$ cat src/rtl/shade_actuator.sv
`default_nettype none
// ----------------------------------------------------------------------------
// shade_actuator : steps a tracked shade position toward a latched target level,
//                  one level per STEP_CYCLES clocks, with a brake cycle on reversal.
// Revision 1.0
// ----------------------------------------------------------------------------
module shade_actuator #(
   parameter int unsigned STEP_CYCLES = 4
) (
   input  logic       clk,
   input  logic       rst,
   input  logic [3:0] wshade,
   input  logic       load,
   output logic       motor_up,
   output logic       motor_down,
   output logic [3:0] level,
   output logic       busy,
   output logic       done
);

   typedef enum logic [2:0] {
      IDLE  = 3'd0,
      UP    = 3'd1,
      DOWN  = 3'd2,
      BRAKE = 3'd3,
      DONE  = 3'd4
   } state_t;

   localparam logic [7:0] RELOAD = 8'(STEP_CYCLES - 1);

   state_t     state, state_nx;
   logic [3:0] level_nx, target, target_nx, tgt_eff;
   logic [7:0] count, count_nx;
   logic       suppress;

   always_comb begin
      state_nx  = state;
      level_nx  = level;
      target_nx = target;
      count_nx  = count;
      suppress  = 1'b0;
      tgt_eff   = load ? wshade : target;
      case (state)
         IDLE, DONE: begin
            if (load) begin
               target_nx = wshade;
               if (wshade > level) begin
                  state_nx = UP;
                  count_nx = RELOAD;
               end else if (wshade < level) begin
                  state_nx = DOWN;
                  count_nx = RELOAD;
               end else begin
                  state_nx = DONE;
               end
            end else begin
               state_nx = IDLE;
            end
         end
         UP, DOWN: begin
            // Retarget is judged against the pre-step level.
            if (load) begin
               target_nx = wshade;
               if (wshade == level) begin
                  state_nx = DONE;
                  suppress = 1'b1;
               end else if ((wshade > level) != (state == UP)) begin
                  state_nx = BRAKE;
               end
            end
            if (!suppress) begin
               if (count == 8'd0) begin
                  level_nx = (state == UP) ? level + 4'd1 : level - 4'd1;
                  count_nx = RELOAD;
                  if (state_nx == state && level_nx == target_nx) begin
                     state_nx = DONE;
                  end
               end else begin
                  count_nx = count - 8'd1;
               end
            end
         end
         BRAKE: begin
            target_nx = tgt_eff;
            if (tgt_eff > level) begin
               state_nx = UP;
               count_nx = RELOAD;
            end else if (tgt_eff < level) begin
               state_nx = DOWN;
               count_nx = RELOAD;
            end else begin
               state_nx = DONE;
            end
         end
         default: state_nx = IDLE;
      endcase
   end

   // Outputs are registered from the next state so they line up with it.
   always_ff @(posedge clk) begin
      if (rst) begin
         state      <= IDLE;
         level      <= 4'd0;
         target     <= 4'd0;
         count      <= 8'd0;
         motor_up   <= 1'b0;
         motor_down <= 1'b0;
         busy       <= 1'b0;
         done       <= 1'b0;
      end else begin
         state      <= state_nx;
         level      <= level_nx;
         target     <= target_nx;
         count      <= count_nx;
         motor_up   <= (state_nx == UP);
         motor_down <= (state_nx == DOWN);
         busy       <= (state_nx == UP) || (state_nx == DOWN) || (state_nx == BRAKE);
         done       <= (state_nx == DONE);
      end
   end

endmodule
`default_nettype wire

$ cat config.mk
export PLATFORM = sky130hd
export DESIGN_NAME = shade_actuator
export DESIGN_NICKNAME = d
export VERILOG_FILES = /design/src/rtl/shade_actuator.sv
export SDC_FILE = /design/constraint.sdc
export NUM_CORES = 1
export LEC_CHECK = 0
export CAP_MARGIN = 15
export CORE_MARGIN = 5
export CORE_UTILIZATION = 25
export CTS_CLUSTER_DIAMETER = 100
export DETAILED_ROUTE_END_ITERATION = 8
export GPL_TIMING_DRIVEN = 0
export PLACE_DENSITY = 0.51
export SYNTH_ARGS = -nofsm -noshare
export SYNTH_HDL_FRONTEND = slang
export SYNTH_SLANG_ARGS = --single-unit
$ cat constraint.sdc
create_clock -name clk -period 2.75 [get_ports clk]
set_clock_uncertainty 0.2 [all_clocks]
set_input_delay 0.55 -clock clk [delete_from_list [all_inputs] [get_ports clk]]
set_output_delay 0.55 -clock clk [all_outputs]
set_load 0.02 [all_outputs]
Word-level counts from Yosys, hierarchy flattened:

Cells that the tools add are included.

* bits in registers: 23
* output and inout bits: 8
* bits of input ports: 7
* RAM bits: 0
* bits in latches: 0
* memories: 0
* bits in read-only memories: 0
* logic and storage cells: 72

* muxes and demuxes: 28
* shift operators: 0
* multiply operators: 0
* equal/unequal tests: 16
* add/sub/neg operators: 3
* bitwise operators: 1
* reductions and logical operators: 12
* $lt $le $gt $ge: 4
* div/mod/pow operators: 0

Operator list (number)
* 8-bit two-way mux: 7
* 3-bit two-way mux: 12
* 8-bit one-hot mux with 3 select lines: 1
* 3-bit by 2-bit equality test with 1-bit output (second input constant): 4
* 4-bit two-way mux: 3
* 3-bit one-hot mux with 3 select lines: 1
* 4-bit equality test: 2
* 4-bit > comparator: 2
* 8-bit logical NOT: 1
* 4-bit less-than comparator: 2
* 4-bit one-hot mux with 2 select lines: 1
* 8-bit by 1-bit subtractor with 8-bit output (second input constant): 1
* 3-bit by 1-bit equality test with 1-bit output (second input constant): 2
* 3-bit equality test (second input constant): 2
* 3-bit != test (second input constant): 2
* 5-bit AND reduction: 1
* 4-bit by 1-bit adder with 4-bit output (second input constant): 1
* 2-bit != test (second input constant): 2
* 2-bit OR reduction: 2
* 4-bit by 1-bit subtractor with 4-bit output (second input constant): 1
* 3-bit equality test: 1
* 3-bit logical NOT: 1
* 1-bit two-way mux: 3
* 3-bit AND reduction: 1
* other kinds (7): 8

Logic depth before layout (Yosys ltp):

Gate-level depths: netlist of the first run.

* word-level depth: 15
* mapped depth: 11
* gate-level depth less buffers: 10

Worst setup path after synthesis of the first run:

Ideal clock, no wire load.

* path kind: input to register
* start point: in load
* end point: reg count[6]
* stages on the path: 9
* required time: 2447 ps
* data arrival time: 2485 ps
* setup slack: -39 ps
* cell sequence: buf_2 > mux2i_1 > inv_1 > ha_1 > nand4_1 > a211oi_2 > nor4b_4 > mux2i_1 > a2111oi_2

* longest elaborated chain between the ends: 4
* elaborated cells between the ends (all ways): 11

Ends and longest elaborated chain
* start, declared: RTL line 13 `input logic load,`
* 4-bit two-way mux or 1-bit two-way mux (tied branches)
* 4-bit > comparator, or another cell as far along: RTL line 85 `if (tgt_eff > level) begin`
* 3-bit != test (no source line), or another cell as far along
* 5-bit AND reduction (no source line) or 8-bit one-hot mux with 3 select lines (tied branches)
* end signal, assigned: RTL line 114 `count <= count_nx;`
* end, declared: RTL line 33 `logic [7:0] count, count_nx;`

Parallel ways exist; a longest one is shown, timed or not. The select of a mux whose other input is x is not followed.
A chain may end at the register's enable or synchronous reset.

Worst setup path after layout of the first run:

* start point: in wshade[1]
* end point: reg count[6]

* longest elaborated chain between the ends: 6
* elaborated cells between the ends (all ways): 17

Ends and longest elaborated chain
* start, declared: RTL line 12 `input logic [3:0] wshade,`
* 4-bit equality test: RTL line 64 `if (wshade == level) begin`
* 1-bit two-way mux: RTL line 64
* 1-bit two-way mux: RTL line 62 `if (load) begin`
* 1-bit two-way mux: RTL line 43 `case (state)`
* 2-bit != test (no source line)
* 5-bit AND reduction (no source line)

Parallel ways exist; a longest one is shown, timed or not. The select of a mux whose other input is x is not followed.

==> flow_summary.json, run 1 <==
{
  "path_class": "input pin to flip-flop",
  "syn_avg_cell_area_um2": 9.085,
  "utilization_pct": 35.09,
  "setup_slack_ps": 76.24,
  "cts_hold_buf": 0,
  "async_reset_ff_share_pct": 0,
  "cts_buffer_depth": 2,
  "synth_cells": 180,
  "dpl_cell_area_um2": 1887,
  "reg2reg_slack_ps": 140,
  "syn_area_um2": 1635,
  "cts.sinks": 23,
  "holdWs_ps": 327.0,
  "worstReg2RegStart": "state[0]$_SDFF_PP0_",
  "first_iter_violations": 56,
  "synth_top_area_cell": "dfxtp_1",
  "cts.root.buffer_cell": "clkbuf_8",
  "grt_first_pass_wirelength_um": 7127,
  "synth_edf_count": 0,
  "required_ps": 2720,
  "fp.coreArea_um2": 6350,
  "die_h_um": 90.88,
  "place_congestion": 0.8226,
  "fillers": 652,
  "dieWidth_um": 90.88,
  "layout_common_cells": "dfxtp_1, nor2_1, inv_1, buf_4",
  "total_power_mw": 2.789,
  "final_common_cell": "dfxtp_1",
  "synth_top_area_share_pct": 28.16,
  "worstSkewPairLatency_ps": 270,
  "maxSlewViolCount": 0,
  "max-vdd-ir-drop_v": 0.0003209,
  "ys_top_cells_by_area": "dfxtp_1, ha_1, xnor2_1",
  "viasPerCell": 4.854,
  "ys_seq_area_share_pct": 28.16,
  "htree_levels": 1,
  "cp_slowest_stage_delay_ps": 310,
  "power.density_nw_per_um2": 1251,
  "hp-class": "flip-flop to flip-flop",
  "hold_viol": 0,
  "wl_per_cell_um": 14.42,
  "clk_pin_slew_ps": 90,
  "area_growth_pct": 36.27,
  "power.leakage_nw": 0.8746,
  "cts_buffers": 3,
  "finalCritPeriodShare_pct": 97.23,
  "grt_pass1_vias": 1527,
  "min_from": "level[1]$_SDFFE_PP0P_",
  "cp.depth": 9,
  "rows": 29,
  "finish.instance_area_um2": 2228,
  "cp_top_family": "compound AO/OA/AOI/OAI gates",
  "synth_ff_type": "dfxtp_1",
  "crit_fanout": 5,
  "firstDrtPassIters": 4,
  "arrival_ps": 2650,
  "antenna_cells": 0,
  "worst_pin_slew_ps": 678.6,
  "setup_viol": 0,
  "setup.worst_path.start": "wshade[1]",
  "slew_headroom_pct": 54.35,
  "yosys_warnings": 0,
  "vias": 1398,
  "whs_path_depth": 2,
  "drc": 0,
  "drv_cap": 0,
  "synth_seq_cells": 23,
  "rsz0062_at_grt": "true",
  "overflow": 0,
  "dp.cells": 271,
  "nets": 232,
  "initial_core_util_pct": 25.75,
  "cpMaxStageDelayCell": "ha_1",
  "dieArea_um2": 8259,
  "reg2regPathDepth": 9,
  "cts_tree": "done",
  "grt_max_degree": 14,
  "endpoint_kind": "flip-flop",
  "drt_wl_total_um": 4152,
  "min_period_ps": 2674,
  "syn_nets": 200,
  "cp_cell_sequence": "dlygate4sd2_1 > ha_1 > nor2b_1 > o211ai_2 > a311oi_4 > buf_4 > nor4b_4 > mux2i_1 > a2111oi_2",
  "post-place-ws_ps": -894.1,
  "portBuffers": 14,
  "drive_gt1_share_pct": 30.33,
  "grtUsageTotal_pct": 10.27,
  "final_cell_count_no_fill": 288,
  "synth_cell_types": 55,
  "startpoint_type": "input pin",
  "pin_count": 15,
  "fmax_mhz": 374.0,
  "dp_hpwl_um": 2913,
  "antenna_found_initial": 0,
  "ant_nets": 0,
  "status": "complete, no violations",
  "crit_buf_inv": 2,
  "tns_ps": 0
}
## report_power, final
group	total, mW	internal (mW)	switching, mW	leakage, nW
Combinational	1.98	0.955	1.03	0.659
Sequential	0.584	0.462	0.121	0.190
Clock	0.223	0.101	0.121	0.0255
## synth_stat cells, types with 2 or more instances
library cell	n
inv_1	14
o21ai_2	2
nor4_1	4
nor2b_1	6
ha_1	12
buf_2	3
buf_6	2
nor3_1	2
and3_1	2
clkbuf_1	2
a2111oi_2	2
or2_1	2
nand3_1	2
a311oi_1	2
nand2_1	7
mux2i_1	6
a21o_1	2
nor2_1	19
dfxtp_1	23
o211a_1	2
xnor2_1	11
a211oi_1	7
a311oi_2	2
nand2b_1	2
a21oi_1	8
nand4_1	5
## final timing paths
| check | to |
|---|---|
| max | count[6]$_SDFFE_PP0P_ |
| min | level[1]$_SDFFE_PP0P_ |
| max reg2reg | motor_up$_SDFF_PP0_ |
| min reg2reg | level[1]$_SDFFE_PP0P_ |
## cell type report
cell class | count | area, µm² | share of cell area (%)
inverter | 16 | 62.56 | 2.807
tap | 77 | 96.34 | 4.323
clock buffer | 3 | 41.29 | 1.853
timing repair buffer | 28 | 235.2 | 10.56
multi-input combinational | 134 | 1272 | 57.10
buffer | 6 | 46.29 | 2.077
clock inverter | 1 | 5.005 | 0.2246
sequential | 23 | 469.2 | 21.06
## per-layer routing
metal	wire, µm	GRT usage, %
met1	1899	12.95
met2	2171	18.04
met3	49	1.417
met4	31	3.056
met5	0	0
## state kept, by name, indices dropped and copies added, names as in the netlist
| register | count |
|---|---|
| done | 1 |
| busy | 1 |
| count | 8 |
| level | 4 |
| motor_up | 1 |
| state | 3 |
| motor_down | 1 |
| target | 4 |
## worst register-to-register path, stage by stage (launching register included)
cell and delay, ps:
dfxtp_4 390, nor2b_4 210, nand2b_4 110, ha_1 290, a21o_1 200, a21oi_2 180
xnor3_1 280, a311oi_4 320, o31ai_2 140, and3b_1 200
## timing repair
action / 4_1_cts / 5_1_grt
setup buffers: 4 / 10
gates cloned: 0 / 0
setup endpoints to repair: 19 / 16
resized for setup: 23 / 24
pin swaps: 9 / 12
## cells by family after synthesis
| logic type | Yosys count | synth area share, % |
|---|---|---|
| AND/OR/NAND/NOR | 62 | 22.34 |
| AO/OA/AOI/OAI | 39 | 20.43 |
| buffers and inverters | 23 | 6.503 |
| flip-flops | 23 | 28.16 |
| XOR/XNOR | 13 | 7.804 |
| adder cells (fa/ha/maj) | 13 | 10.41 |
| multiplexers | 7 | 4.361 |
(Power assumes the default switching activity.)
==> run 2, diff against run 1 <==
--- a/config.mk
+++ b/config.mk
@@ -12,6 +12,7 @@
 export DETAILED_ROUTE_END_ITERATION = 8
 export GPL_TIMING_DRIVEN = 0
 export PLACE_DENSITY = 0.51
+export SKIP_LAST_GASP = 1
 export SYNTH_ARGS = -nofsm -noshare
 export SYNTH_HDL_FRONTEND = slang
 export SYNTH_SLANG_ARGS = --single-unit
==> run 2 against run 1 <==
Effect of this change:
- largest cell class unchanged
- die area is the same
- fmax decreased by 0.23%
- flip-flop and latch count unchanged
- sequential share of layout area about the same
- register-to-register slack is essentially flat
- global-route usage unchanged
- design area shrank 0.45%
- clock-buffer cell count did not move
- sequential power is essentially flat
- non-clock buffer count is the same
- routed wire length shrank 0.34%
- critical path type unchanged
==> flow_summary.json, run 2 (synthesized netlist as in run 1, its figures left out) <==
{
  "grtUsageTotal_pct": 10.27,
  "final_cell_count_no_fill": 288,
  "fp.coreArea_um2": 6350,
  "cpMaxStageDelayCell": "ha_1",
  "total_power_mw": 2.772,
  "regMostFlops": "count",
  "path_class": "input pin to flip-flop",
  "rows": 29,
  "maxSlewViolCount": 0,
  "fmax_mhz": 373.2,
  "dp.cells": 271,
  "die_h_um": 90.88,
  "cts.sinks": 23,
  "min_period_ps": 2680,
  "firstDrtPassIters": 4,
  "drv_cap": 0,
  "finish.instance_area_um2": 2218,
  "cp_cell_sequence": "dlygate4sd2_1 > ha_1 > nor2b_1 > o211ai_2 > a311oi_4 > buf_4 > nor4b_4 > mux2i_1 > a2111oi_2",
  "endpoint_kind": "flip-flop",
  "drc": 0,
  "rsz0062_at_grt": "true",
  "worstSkewPairLatency_ps": 270,
  "cts_buffers": 3,
  "startpoint_type": "input pin",
  "power.density_nw_per_um2": 1250,
  "overflow": 0,
  "first_iter_violations": 51,
  "nets": 232,
  "status": "complete, no violations",
  "met1_usage_pct": 12.95,
  "hp-class": "flip-flop to flip-flop",
  "slew_headroom_pct": 54.77,
  "arrival_ps": 2650,
  "layout_common_cells": "dfxtp_1, nor2_1, inv_1, buf_4",
  "place_congestion": 0.8226,
  "viasPerCell": 4.840,
  "power.leakage_nw": 0.8737,
  "cts_buffer_depth": 2,
  "worst_pin_slew_ps": 672.2,
  "grt_first_pass_wirelength_um": 7127,
  "grt_max_degree": 14,
  "grt_pass1_vias": 1527,
  "htree_levels": 1,
  "vias": 1394,
  "cts.root.buffer_cell": "clkbuf_8",
  "initial_core_util_pct": 25.75,
  "busiest_layer": "met2",
  "reg_top3": "count: 8 flops, level: 4 flops, target: 4 flops",
  "antenna_cells": 0,
  "dieWidth_um": 90.88,
  "max-vdd-ir-drop_v": 0.0003154,
  "required_ps": 2720,
  "largest_reg_flops": 8,
  "drive_gt1_share_pct": 30.33,
  "dpl_cell_area_um2": 1887,
  "final_common_cell": "dfxtp_1",
  "hold_viol": 0,
  "cp_slowest_stage_delay_ps": 310,
  "dieArea_um2": 8259,
  "cts_tree": "done",
  "dp_hpwl_um": 2913,
  "utilization_pct": 34.94,
  "pin_count": 15,
  "area_growth_pct": 35.65,
  "setup_viol": 0,
  "portBuffers": 14,
  "drt_wl_total_um": 4138,
  "tns_ps": 0,
  "ant_nets": 0,
  "grtUsageMet3_pct": 1.417,
  "wl_per_cell_um": 14.37,
  "clk_pin_slew_ps": 90,
  "antenna_found_initial": 0,
  "grt_use_met2_pct": 18.04,
  "crit_fanout": 5,
  "finalCritPeriodShare_pct": 97.45
}
run 2: critical path, delay by kind of cell:
kind | cells | cell delay, ps
compound gates | 3 | 720
mux | 1 | 130
simple gates | 2 | 470
fa+ha+maj | 1 | 310
buf+inv | 2 | 460
run 2: per-layer routing:
| metal | part of all wire, % | wire length, µm | vias to the layer above |
|---|---|---|---|
| li1 | - | - | 714 |
| met1 | 45 | 1880 | 672 |
| met2 | 53 | 2186 | 6 |
| met3 | 1.2 | 48 | 2 |
| met4 | 0.56 | 23 | 0 |
| met5 | 0 | 0 | - |
run 2: worst paths after layout:
kind,startpoint,to,slack (ps),depth (start not counted)
hold / removal,level[1]$_SDFFE_PP0P_,level[1]$_SDFFE_PP0P_,330,2
setup reg to reg,level[1]$_SDFFE_PP0P_,count[6]$_SDFFE_PP0P_,140,9
setup / recovery,wshade[1],count[6]$_SDFFE_PP0P_,70,9
hold reg to reg,level[1]$_SDFFE_PP0P_,level[1]$_SDFFE_PP0P_,330,2
run 2: area by class of cell:
class                           instances  area [µm²]
Clock inverter                          1       5.005
Timing Repair Buffer                   28       235.2
Clock buffer                            3       41.29
Inverter                               16       62.56
Sequential cell                        23       466.7
Fill cell                             653        4131
Buffer                                  6       46.29
Multi-Input combinational cell        134        1265
Tap cell                               77       96.34
run 2: per-stage QoR:
stage | setup WS, ps | hold WS, ps
floorplan | 7.383 | 263.5
global placement | -891.5 | 285.4
detailed placement | -894.1 | 293.1
CTS | 8.631 | 307.6
global route | -18.28 | 371.9
finish | 70.19 | 327.0
run 2: power by group:
group          internal (mW)  leakage [nW]  total (mW)  switching, mW
sequential             0.462         0.190       0.583          0.120
clock                  0.101        0.0255       0.222          0.121
combinational          0.946         0.658        1.97           1.02
run 2: repair_timing:
item / 4_1_cts / 5_1_grt
setup buffers: 4 / 10
hold buffers: 0 / 0
pin swaps: 9 / 12
endpoints found under the setup margin: 19 / 16
gates resized for setup: 23 / 22
hold endpoints to repair: 0 / 0
